**src/rtl/card_dealer_if.sv**
```systemverilog
// rtl/card_dealer_if.sv - card dealer request/sample/hand interface (optional DEALER_REJECT_CNT_EN adds reject_cnt)
interface card_dealer_if #(
  parameter int NUM_CARDS = 7,
  parameter int RND_W     = 8
);
  logic [RND_W-1:0]       rnd;
  logic                   rnd_valid;
  logic                   deal_req;
  logic                   busy;
  logic                   card_valid;
  logic [5:0]             card;
  logic [2:0]             card_idx;
  logic [6*NUM_CARDS-1:0] hand;
  logic                   done;
  logic                   err;
`ifdef DEALER_REJECT_CNT_EN
  logic [15:0]            reject_cnt;

  // Requester side: supplies random samples and deal requests
  modport master (
    output rnd, rnd_valid, deal_req,
    input  busy, card_valid, card, card_idx, hand, done, err, reject_cnt
  );

  // Dealer side
  modport slave (
    input  rnd, rnd_valid, deal_req,
    output busy, card_valid, card, card_idx, hand, done, err, reject_cnt
  );
`else
  // Requester side: supplies random samples and deal requests
  modport master (
    output rnd, rnd_valid, deal_req,
    input  busy, card_valid, card, card_idx, hand, done, err
  );

  // Dealer side
  modport slave (
    input  rnd, rnd_valid, deal_req,
    output busy, card_valid, card, card_idx, hand, done, err
  );
`endif
endinterface

```
**src/rtl/card_dealer.sv**
```systemverilog
// rtl/card_dealer.sv - deals NUM_CARDS distinct cards by rejection sampling a prng stream (DEALER_REJECT_CNT_EN adds reject_cnt)
module card_dealer #(
  parameter int NUM_CARDS = 7,
  parameter int DECK_SIZE = 52,
  parameter int RND_W     = 8,
  parameter int MAX_TRIES = 1024
) (
  input  logic         clk_i,
  input  logic         rst_ni,
  card_dealer_if.slave dif
);

  // Largest multiple of DECK_SIZE representable in RND_W bits; samples at or
  // above it would bias the modulo, so they are thrown away.
  localparam int LIMIT = DECK_SIZE * ((2 ** RND_W) / DECK_SIZE);
  localparam int CW    = 4;
  localparam int TW    = $clog2(MAX_TRIES + 1);
  localparam int HW    = 6 * NUM_CARDS;

  typedef enum logic [1:0] {
    ST_IDLE,
    ST_DRAW,
    ST_DONE
  } state_e;

  state_e                state_q, state_d;
  logic [DECK_SIZE-1:0]  used_q, used_d;
  logic [HW-1:0]         hand_q, hand_d;
  logic [5:0]            card_q, card_d;
  logic [2:0]            card_idx_q, card_idx_d;
  logic [CW-1:0]         count_q, count_d;
  logic [TW-1:0]         tries_q, tries_d;
  logic                  card_valid_q, card_valid_d;
  logic                  err_q, err_d;
`ifdef DEALER_REJECT_CNT_EN
  logic [15:0]           rej_q, rej_d;
`endif

  logic [5:0]            code_c;
  logic                  in_range_c;
  logic                  accept_c;

  // Card code of the current sample and whether it may join the hand
  always_comb begin
    code_c     = 6'(32'(dif.rnd) % 32'(DECK_SIZE));
    in_range_c = 32'(dif.rnd) < 32'(LIMIT);
    accept_c   = in_range_c && !used_q[code_c];
  end

  // Next-state and datapath updates; card_valid is a one-cycle pulse
  always_comb begin
    state_d      = state_q;
    used_d       = used_q;
    hand_d       = hand_q;
    card_d       = card_q;
    card_idx_d   = card_idx_q;
    count_d      = count_q;
    tries_d      = tries_q;
    card_valid_d = 1'b0;
    err_d        = err_q;
`ifdef DEALER_REJECT_CNT_EN
    rej_d        = rej_q;
`endif
    case (state_q)
      ST_IDLE, ST_DONE: begin
        if (dif.deal_req) begin
          state_d = ST_DRAW;
          used_d  = '0;
          hand_d  = '0;
          count_d = '0;
          tries_d = '0;
          err_d   = 1'b0;
`ifdef DEALER_REJECT_CNT_EN
          rej_d   = '0;
`endif
        end
      end
      ST_DRAW: begin
        if (dif.rnd_valid) begin
          tries_d = tries_q + TW'(1);
          if (accept_c) begin
            used_d[code_c] = 1'b1;
            for (int i = 0; i < NUM_CARDS; i++) begin
              if (count_q == CW'(i)) hand_d[6*i +: 6] = code_c;
            end
            card_d       = code_c;
            card_idx_d   = count_q[2:0];
            card_valid_d = 1'b1;
            count_d      = count_q + CW'(1);
          end
`ifdef DEALER_REJECT_CNT_EN
          else if (rej_q != 16'hFFFF) begin
            rej_d = rej_q + 16'd1;
          end
`endif
          // A completing accept on the final permitted sample is a normal finish
          if (accept_c && (count_q == CW'(NUM_CARDS - 1))) begin
            state_d = ST_DONE;
          end else if (tries_d == TW'(MAX_TRIES)) begin
            state_d = ST_DONE;
            err_d   = 1'b1;
          end
        end
      end
      default: state_d = ST_IDLE;
    endcase
  end

  // State register
  always_ff @(posedge clk_i or negedge rst_ni) begin
    if (!rst_ni) state_q <= ST_IDLE;
    else         state_q <= state_d;
  end

  // Datapath registers; reset discards any partial hand
  always_ff @(posedge clk_i or negedge rst_ni) begin
    if (!rst_ni) begin
      used_q       <= '0;
      hand_q       <= '0;
      card_q       <= '0;
      card_idx_q   <= '0;
      count_q      <= '0;
      tries_q      <= '0;
      card_valid_q <= 1'b0;
      err_q        <= 1'b0;
`ifdef DEALER_REJECT_CNT_EN
      rej_q        <= '0;
`endif
    end else begin
      used_q       <= used_d;
      hand_q       <= hand_d;
      card_q       <= card_d;
      card_idx_q   <= card_idx_d;
      count_q      <= count_d;
      tries_q      <= tries_d;
      card_valid_q <= card_valid_d;
      err_q        <= err_d;
`ifdef DEALER_REJECT_CNT_EN
      rej_q        <= rej_d;
`endif
    end
  end

  assign dif.busy       = (state_q == ST_DRAW);
  assign dif.done       = (state_q == ST_DONE);
  assign dif.err        = err_q;
  assign dif.card_valid = card_valid_q;
  assign dif.card       = card_q;
  assign dif.card_idx   = card_idx_q;
  assign dif.hand       = hand_q;
`ifdef DEALER_REJECT_CNT_EN
  assign dif.reject_cnt = rej_q;
`endif

endmodule

```
**src/flat_wrapper.sv**
```systemverilog
// flat-port wrapper written by rule: the top's interface ports become plain ports
module card_dealer_flat 
#(
  parameter int NUM_CARDS = 7,
  parameter int DECK_SIZE = 52,
  parameter int RND_W     = 8,
  parameter int MAX_TRIES = 1024
)
  (clk_i, rst_ni, dif_rnd, dif_rnd_valid, dif_deal_req, dif_busy, dif_card_valid, dif_card, dif_card_idx, dif_hand, dif_done, dif_err);
  card_dealer_if #(.NUM_CARDS(NUM_CARDS), .RND_W(RND_W)) dif_i ();
  input  logic clk_i;
  input  logic rst_ni;
  input wire logic [$bits(dif_i.rnd)-1:0] dif_rnd;
  input wire logic [$bits(dif_i.rnd_valid)-1:0] dif_rnd_valid;
  input wire logic [$bits(dif_i.deal_req)-1:0] dif_deal_req;
  output wire logic [$bits(dif_i.busy)-1:0] dif_busy;
  output wire logic [$bits(dif_i.card_valid)-1:0] dif_card_valid;
  output wire logic [$bits(dif_i.card)-1:0] dif_card;
  output wire logic [$bits(dif_i.card_idx)-1:0] dif_card_idx;
  output wire logic [$bits(dif_i.hand)-1:0] dif_hand;
  output wire logic [$bits(dif_i.done)-1:0] dif_done;
  output wire logic [$bits(dif_i.err)-1:0] dif_err;
  assign dif_i.rnd = dif_rnd;
  assign dif_i.rnd_valid = dif_rnd_valid;
  assign dif_i.deal_req = dif_deal_req;
  assign dif_busy = dif_i.busy;
  assign dif_card_valid = dif_i.card_valid;
  assign dif_card = dif_i.card;
  assign dif_card_idx = dif_i.card_idx;
  assign dif_hand = dif_i.hand;
  assign dif_done = dif_i.done;
  assign dif_err = dif_i.err;
  card_dealer #(.NUM_CARDS(NUM_CARDS), .DECK_SIZE(DECK_SIZE), .RND_W(RND_W), .MAX_TRIES(MAX_TRIES)) u_core (.clk_i(clk_i), .rst_ni(rst_ni), .dif(dif_i));
endmodule
```
**config.mk**
```make
export PLATFORM = sky130hd
export DESIGN_NAME = card_dealer_flat
export DESIGN_NICKNAME = d
export VERILOG_FILES = /design/src/rtl/card_dealer_if.sv /design/src/rtl/card_dealer.sv /design/src/flat_wrapper.sv
export SDC_FILE = /design/constraint.sdc
export NUM_CORES = 1
export LEC_CHECK = 0
export ABC_CLOCK_PERIOD_IN_PS = 4100
export BUFFER_PORTS_ARGS = -buffer_cell sky130_fd_sc_hd__buf_4
export CORE_MARGIN = 10
export CORE_UTILIZATION = 50
export CTS_BUF_LIST = sky130_fd_sc_hd__clkbuf_16
export DETAILED_ROUTE_END_ITERATION = 7
export GPL_TIMING_DRIVEN = 0
export PLACE_DENSITY = 0.69
export SYNTH_ARGS = -nofsm -noshare
export SYNTH_HDL_FRONTEND = slang
export SYNTH_SLANG_ARGS = --single-unit
```
**constraint.sdc**
```tcl
create_clock -name clk_i -period 4.1 [get_ports clk_i]
set_input_delay 0 -clock clk_i [delete_from_list [all_inputs] [get_ports clk_i]]
set_output_delay 0 -clock clk_i [all_outputs]
set_load 0.02 [all_outputs]
```
==> impl_table.tex <==
\begin{tabular}{lr}
\hline
Metric & Value \\
\hline
\multicolumn{2}{l}{\textbf{Run}} \\
Max-capacitance violation count & 0 \\
\multicolumn{2}{l}{\textbf{Outcome}} \\
Outcome & completed \\
\multicolumn{2}{l}{\textbf{Floorplan}} \\
DIE AREA & 0.0184 mm\^{}2 \\
Die height & approximately 140 um \\
Core Box Area & 0.0132 mm\^{}2 \\
Initial cell density of the core & 0.507 \\
FP Rows & 42 \\
Die width & between 100 and 150 um \\
Top-Level Pins & 67 \\
\multicolumn{2}{l}{\textbf{Synthesis}} \\
Distinct cell type count after synthesis & 70 \\
Count of warnings emitted by yosys & 0 \\
Most used DFF post-synth & sky130\_fd\_sc\_hd\_\_dfrtp\_1 \\
Synthesized cell area & around 0.0067 mm\^{}2 \\
Cells after synthesis & 696 \\
Share of the yosys chip area belonging to registers & 0.456 \\
Number of synthesized register bits & 122 \\
Post-synthesis net count & 714 \\
Most frequent cells after synthesis & 123 x sky130\_fd\_sc\_hd\_\_nand2\_1, 122 x sky130\_fd\_sc\_hd\_\_dfrtp\_1, 55 x sky130\_fd\_sc\_hd\_\_o21ai\_0, 39 x sky130\_fd\_sc\_hd\_\_mux2i\_1, 32 x sky130\_fd\_sc\_hd\_\_nor2\_1 \\
Fraction of synthesized cell area taken by the top area cell type & 0.456 \\
Adder-Cell Fraction of Synth Area & 0.0112 \\
Xor and xnor area share after synthesis & 0.00786 \\
Library cell with the highest instance count after synthesis & sky130\_fd\_sc\_hd\_\_nand2\_1 \\
Number of enable flip-flop cells after synthesis & 0 \\
Main combinational cell family by area after synthesis & compound AO/OA/AOI/OAI gates \\
Fraction of registers with async set/reset & 1.00 \\
Syn Area/Cell & $\sim$9.6 um\^{}2 \\
Area contributors post-synth & sky130\_fd\_sc\_hd\_\_dfrtp\_1 46\%, sky130\_fd\_sc\_hd\_\_nand2\_1 6.9\%, sky130\_fd\_sc\_hd\_\_mux2i\_1 5.8\% \\
Post-synthesis cell type with the largest combined area & sky130\_fd\_sc\_hd\_\_dfrtp\_1 \\
Area fraction in and, or, nand and nor cells after synthesis & 0.188 \\
Mux share of post-synthesis cell area & 0.111 \\
Post-synthesis compound-gate area fraction & 0.189 \\
\multicolumn{2}{l}{\textbf{Routing}} \\
Routed length per placed instance & a little under 20 um \\
Detailed-route via count & between 5,000 and 6,000 \\
Detailed Route Iter0 Violations & 580 \\
Remaining antenna violation count & 0 \\
Number of search-and-repair iterations in the first detailed-routing pass & 5 \\
Post-Route WL & 19,400 um \\
Via-to-Cell Ratio & 6.14 \\
Post-route DRC violation count & 0 \\
\multicolumn{2}{l}{\textbf{Clocking}} \\
Postcts setup bufs & 0 \\
Num CTS Buffers & 17 \\
Number of buffers between clock root and the deepest sink & 2 \\
Clock-pin transition on the worst setup and hold timing paths & 0.05 ns \\
H-tree depth reported by CTS & 4 \\
Clock net sink count & 122 \\
Source-to-sink clock delay at the later pin of the worst-skew pair & $\sim$0.42 ns \\
Root buffer cell & sky130\_fd\_sc\_hd\_\_clkbuf\_16 \\
CTS tree & yes \\
\multicolumn{2}{l}{\textbf{Worst setup path}} \\
Crit-path most repeated cell & sky130\_fd\_sc\_hd\_\_buf\_2 \\
Cell family with the largest share of critical-path delay & compound AO/OA/AOI/OAI gates \\
Critical path type & in -> reg \\
Cell with the largest stage delay on the worst path & sky130\_fd\_sc\_hd\_\_a2111oi\_4 \\
Cells along the critical path & buf\_4 -> buf\_2 -> buf\_2 -> o21a\_1 -> ha\_1 -> nor2b\_1 -> buf\_2 -> nor3\_1 -> o21a\_1 -> or4\_1 -> o311ai\_0 -> a211oi\_2 -> a2111oi\_4 -> nand3\_2 -> buf\_2 -> buf\_2 -> nor3\_1 -> o21a\_1 \\
Kind of end point of the critical path & register \\
First element of the critical path & dif\_rnd[6] \\
Data arrival, critical path & 4.17 ns \\
Critical path buffers and inverters & 6 \\
Crit start category & input port \\
Startpoint of the worst-slack reg-to-reg timing path & u\_core.used\_q[26]\$\_DFFE\_PN0P\_ \\
Data required, critical path & approximately 4.5 ns \\
Delay of the slowest cell on the worst path & 0.61 ns \\
Critical Path Fanout Max & 10 \\
\multicolumn{2}{l}{\textbf{STA}} \\
Min Clock Period, post-route & 3.82 ns \\
Measured slew at the worst slew-check pin & 0.930 ns \\
Skew final & 0.0132 ns \\
Fraction of the cycle the final worst path needs & 0.932 \\
Unrepaired setup endpoints after global routing & no \\
Slew HR & 0.375 \\
Slew Viols, Final & 0 \\
Final-report hold violation count & 0 \\
FMAX & 262 MHz \\
Final setup violating endpoints & 0 \\
\multicolumn{2}{l}{\textbf{Power}} \\
Power density of the placed cells & 661 mW/mm\^{}2 \\
Maximum resistive drop on vdd & 0.000451 V \\
Leakage Power & roughly 3.5 nW \\
Total power after layout & 5.29 mW \\
\multicolumn{2}{l}{\textbf{GRT}} \\
Largest net degree at the start of global routing & 106 \\
Global-route usage over all layers & 0.215 \\
Initial antenna violation count & 0 \\
Via count of the first global-routing pass & between 5,000 and 6,000 \\
Remaining global-route overflow & 0 \\
Wire length of the first global-routing pass & between 30,000 and 40,000 um \\
\multicolumn{2}{l}{\textbf{Cells and area}} \\
Layout cells sized above 1 & 0.198 \\
Area overhead of the layout relative to synthesis & 19.7\% \\
Final cell utilization of the core & 0.607 \\
ANT cells & 0 \\
Fin nets & 803 \\
\multicolumn{2}{l}{\textbf{Placed design}} \\
HPWL after detailed placement & 13,800 um \\
Routability Congestion & a little over 0.9 \\
IO Port Bufs & 65 \\
\multicolumn{2}{l}{\textbf{Hold path}} \\
Class of the tightest hold or removal check & in -> async \\
\hline
\end{tabular}
stage by stage:
stage          instances  hold WS, ns  cell area, um^2  TNS (ns)  setup slack (ns)
4_1_cts              973        0.217             7990         0             0.116
2_1_floorplan        696       -0.296             6690         0             0.660
5_1_grt              973        0.250             8010         0            0.0539
3_5_place_dp         938       -0.151             7430    -19.14            -0.504
3_3_place_gp         937        0.247             7400    -16.24            -0.420
6_report             973        0.165             8010         0             0.280
cell type report:
class | instances | area, um^2
plain buffers | 46 | 206
clock buffers | 17 | 425
clock inverters | 14 | 93.8
fillers | 1136 | 5180
inverters | 11 | 41.3
multi-input cells | 517 | 3410
flip-flops and latches | 122 | 3050
well taps | 176 | 220
repair buffers | 70 | 559
tightest hold or removal path, delay by kind of cell:
kind                   cells  cell delay, ns
buffers and inverters      3            1.00
power by group:
| group | total (mW) | switching [mW] | internal, mW |
|---|---|---|---|
| clock network | 1.33 | 0.524 | 0.808 |
| registers | 1.94 | 0.292 | 1.65 |
| logic | 2.02 | 1.20 | 0.817 |
| total | 5.29 | 2.02 | 3.27 |
cell families (layout without fill, tap and decap cells):
group,Yosys count,count (layout)
adders and majority gates,6,6
AOI/OAI and AO/OA,183,183
muxes,58,58
xor gates and xnor gates,6,6
and+or+nand+nor,264,264
buffers and inverters,57,158
DFF,122,122
sequential cells by signal (all words and copies together), names as in the netlist:
name and flops:
u_core.dif.card_valid 1, u_core.count_q 4, u_core.dif.err 1, u_core.tries_q 11, u_core.dif.hand 42, u_core.dif.card_idx 3, u_core.used_q 52, u_core.state_q 2
u_core.dif.card 6
path summary, 6_finish.rpt:
check | endpoint | cells after the start | slack, ns
max | u_core.used_q[1]$_DFFE_PN0P_ | 18 | 0.28
min | u_core.used_q[28]$_DFFE_PN0P_ | 3 | 0.17
max reg2reg | u_core.used_q[1]$_DFFE_PN0P_ | 10 | 0.71
min reg2reg | u_core.used_q[3]$_DFFE_PN0P_ | 2 | 0.48
max in group asynchronous | u_core.used_q[1]$_DFFE_PN0P_ | 3 | 2.84
min in group clk_i | u_core.state_q[0]$_DFFE_PN0P_ | 3 | 0.39
layer usage:
metal / global-route usage / part of all wire / wire length (um) / up-vias
li1: - / - / - / 2719
met1: 0.275 / 0.42 / 8160 / 2966
met2: 0.337 / 0.48 / 9240 / 260
met3: 0.0697 / 0.080 / 1550 / 32
met4: 0.0712 / 0.021 / 405 / 0
met5: 0 / 0 / 0 / -
layout by cell type (no fill, tap or decap), types with 9 or more instances in the layout:
master,count
sky130_fd_sc_hd__o22ai_1,10
sky130_fd_sc_hd__clkbuf_1,30
sky130_fd_sc_hd__o21ai_0,55
sky130_fd_sc_hd__a32o_1,10
sky130_fd_sc_hd__nor3_1,16
sky130_fd_sc_hd__nor2_1,32
sky130_fd_sc_hd__inv_1,14
sky130_fd_sc_hd__nand4_1,9
sky130_fd_sc_hd__clkbuf_16,17
sky130_fd_sc_hd__a21oi_1,25
sky130_fd_sc_hd__and3_1,11
sky130_fd_sc_hd__nand2_1,123
sky130_fd_sc_hd__o21a_1,16
sky130_fd_sc_hd__mux2i_1,39
sky130_fd_sc_hd__mux4_2,12
sky130_fd_sc_hd__nand3_1,18
sky130_fd_sc_hd__buf_2,9
sky130_fd_sc_hd__dfrtp_1,122
sky130_fd_sc_hd__buf_4,70
sky130_fd_sc_hd__nand2b_1,10
timing repair:
item | 4_1_cts | 5_1_grt
hold buffers | 4 | 0
endpoints found under the hold margin | 124 | 0
endpoints found under the setup margin | 6 | 82
pin swaps | 0 | 1
resized for setup | 1 | 3
Note: power is estimated with default switching activity, not from simulation.
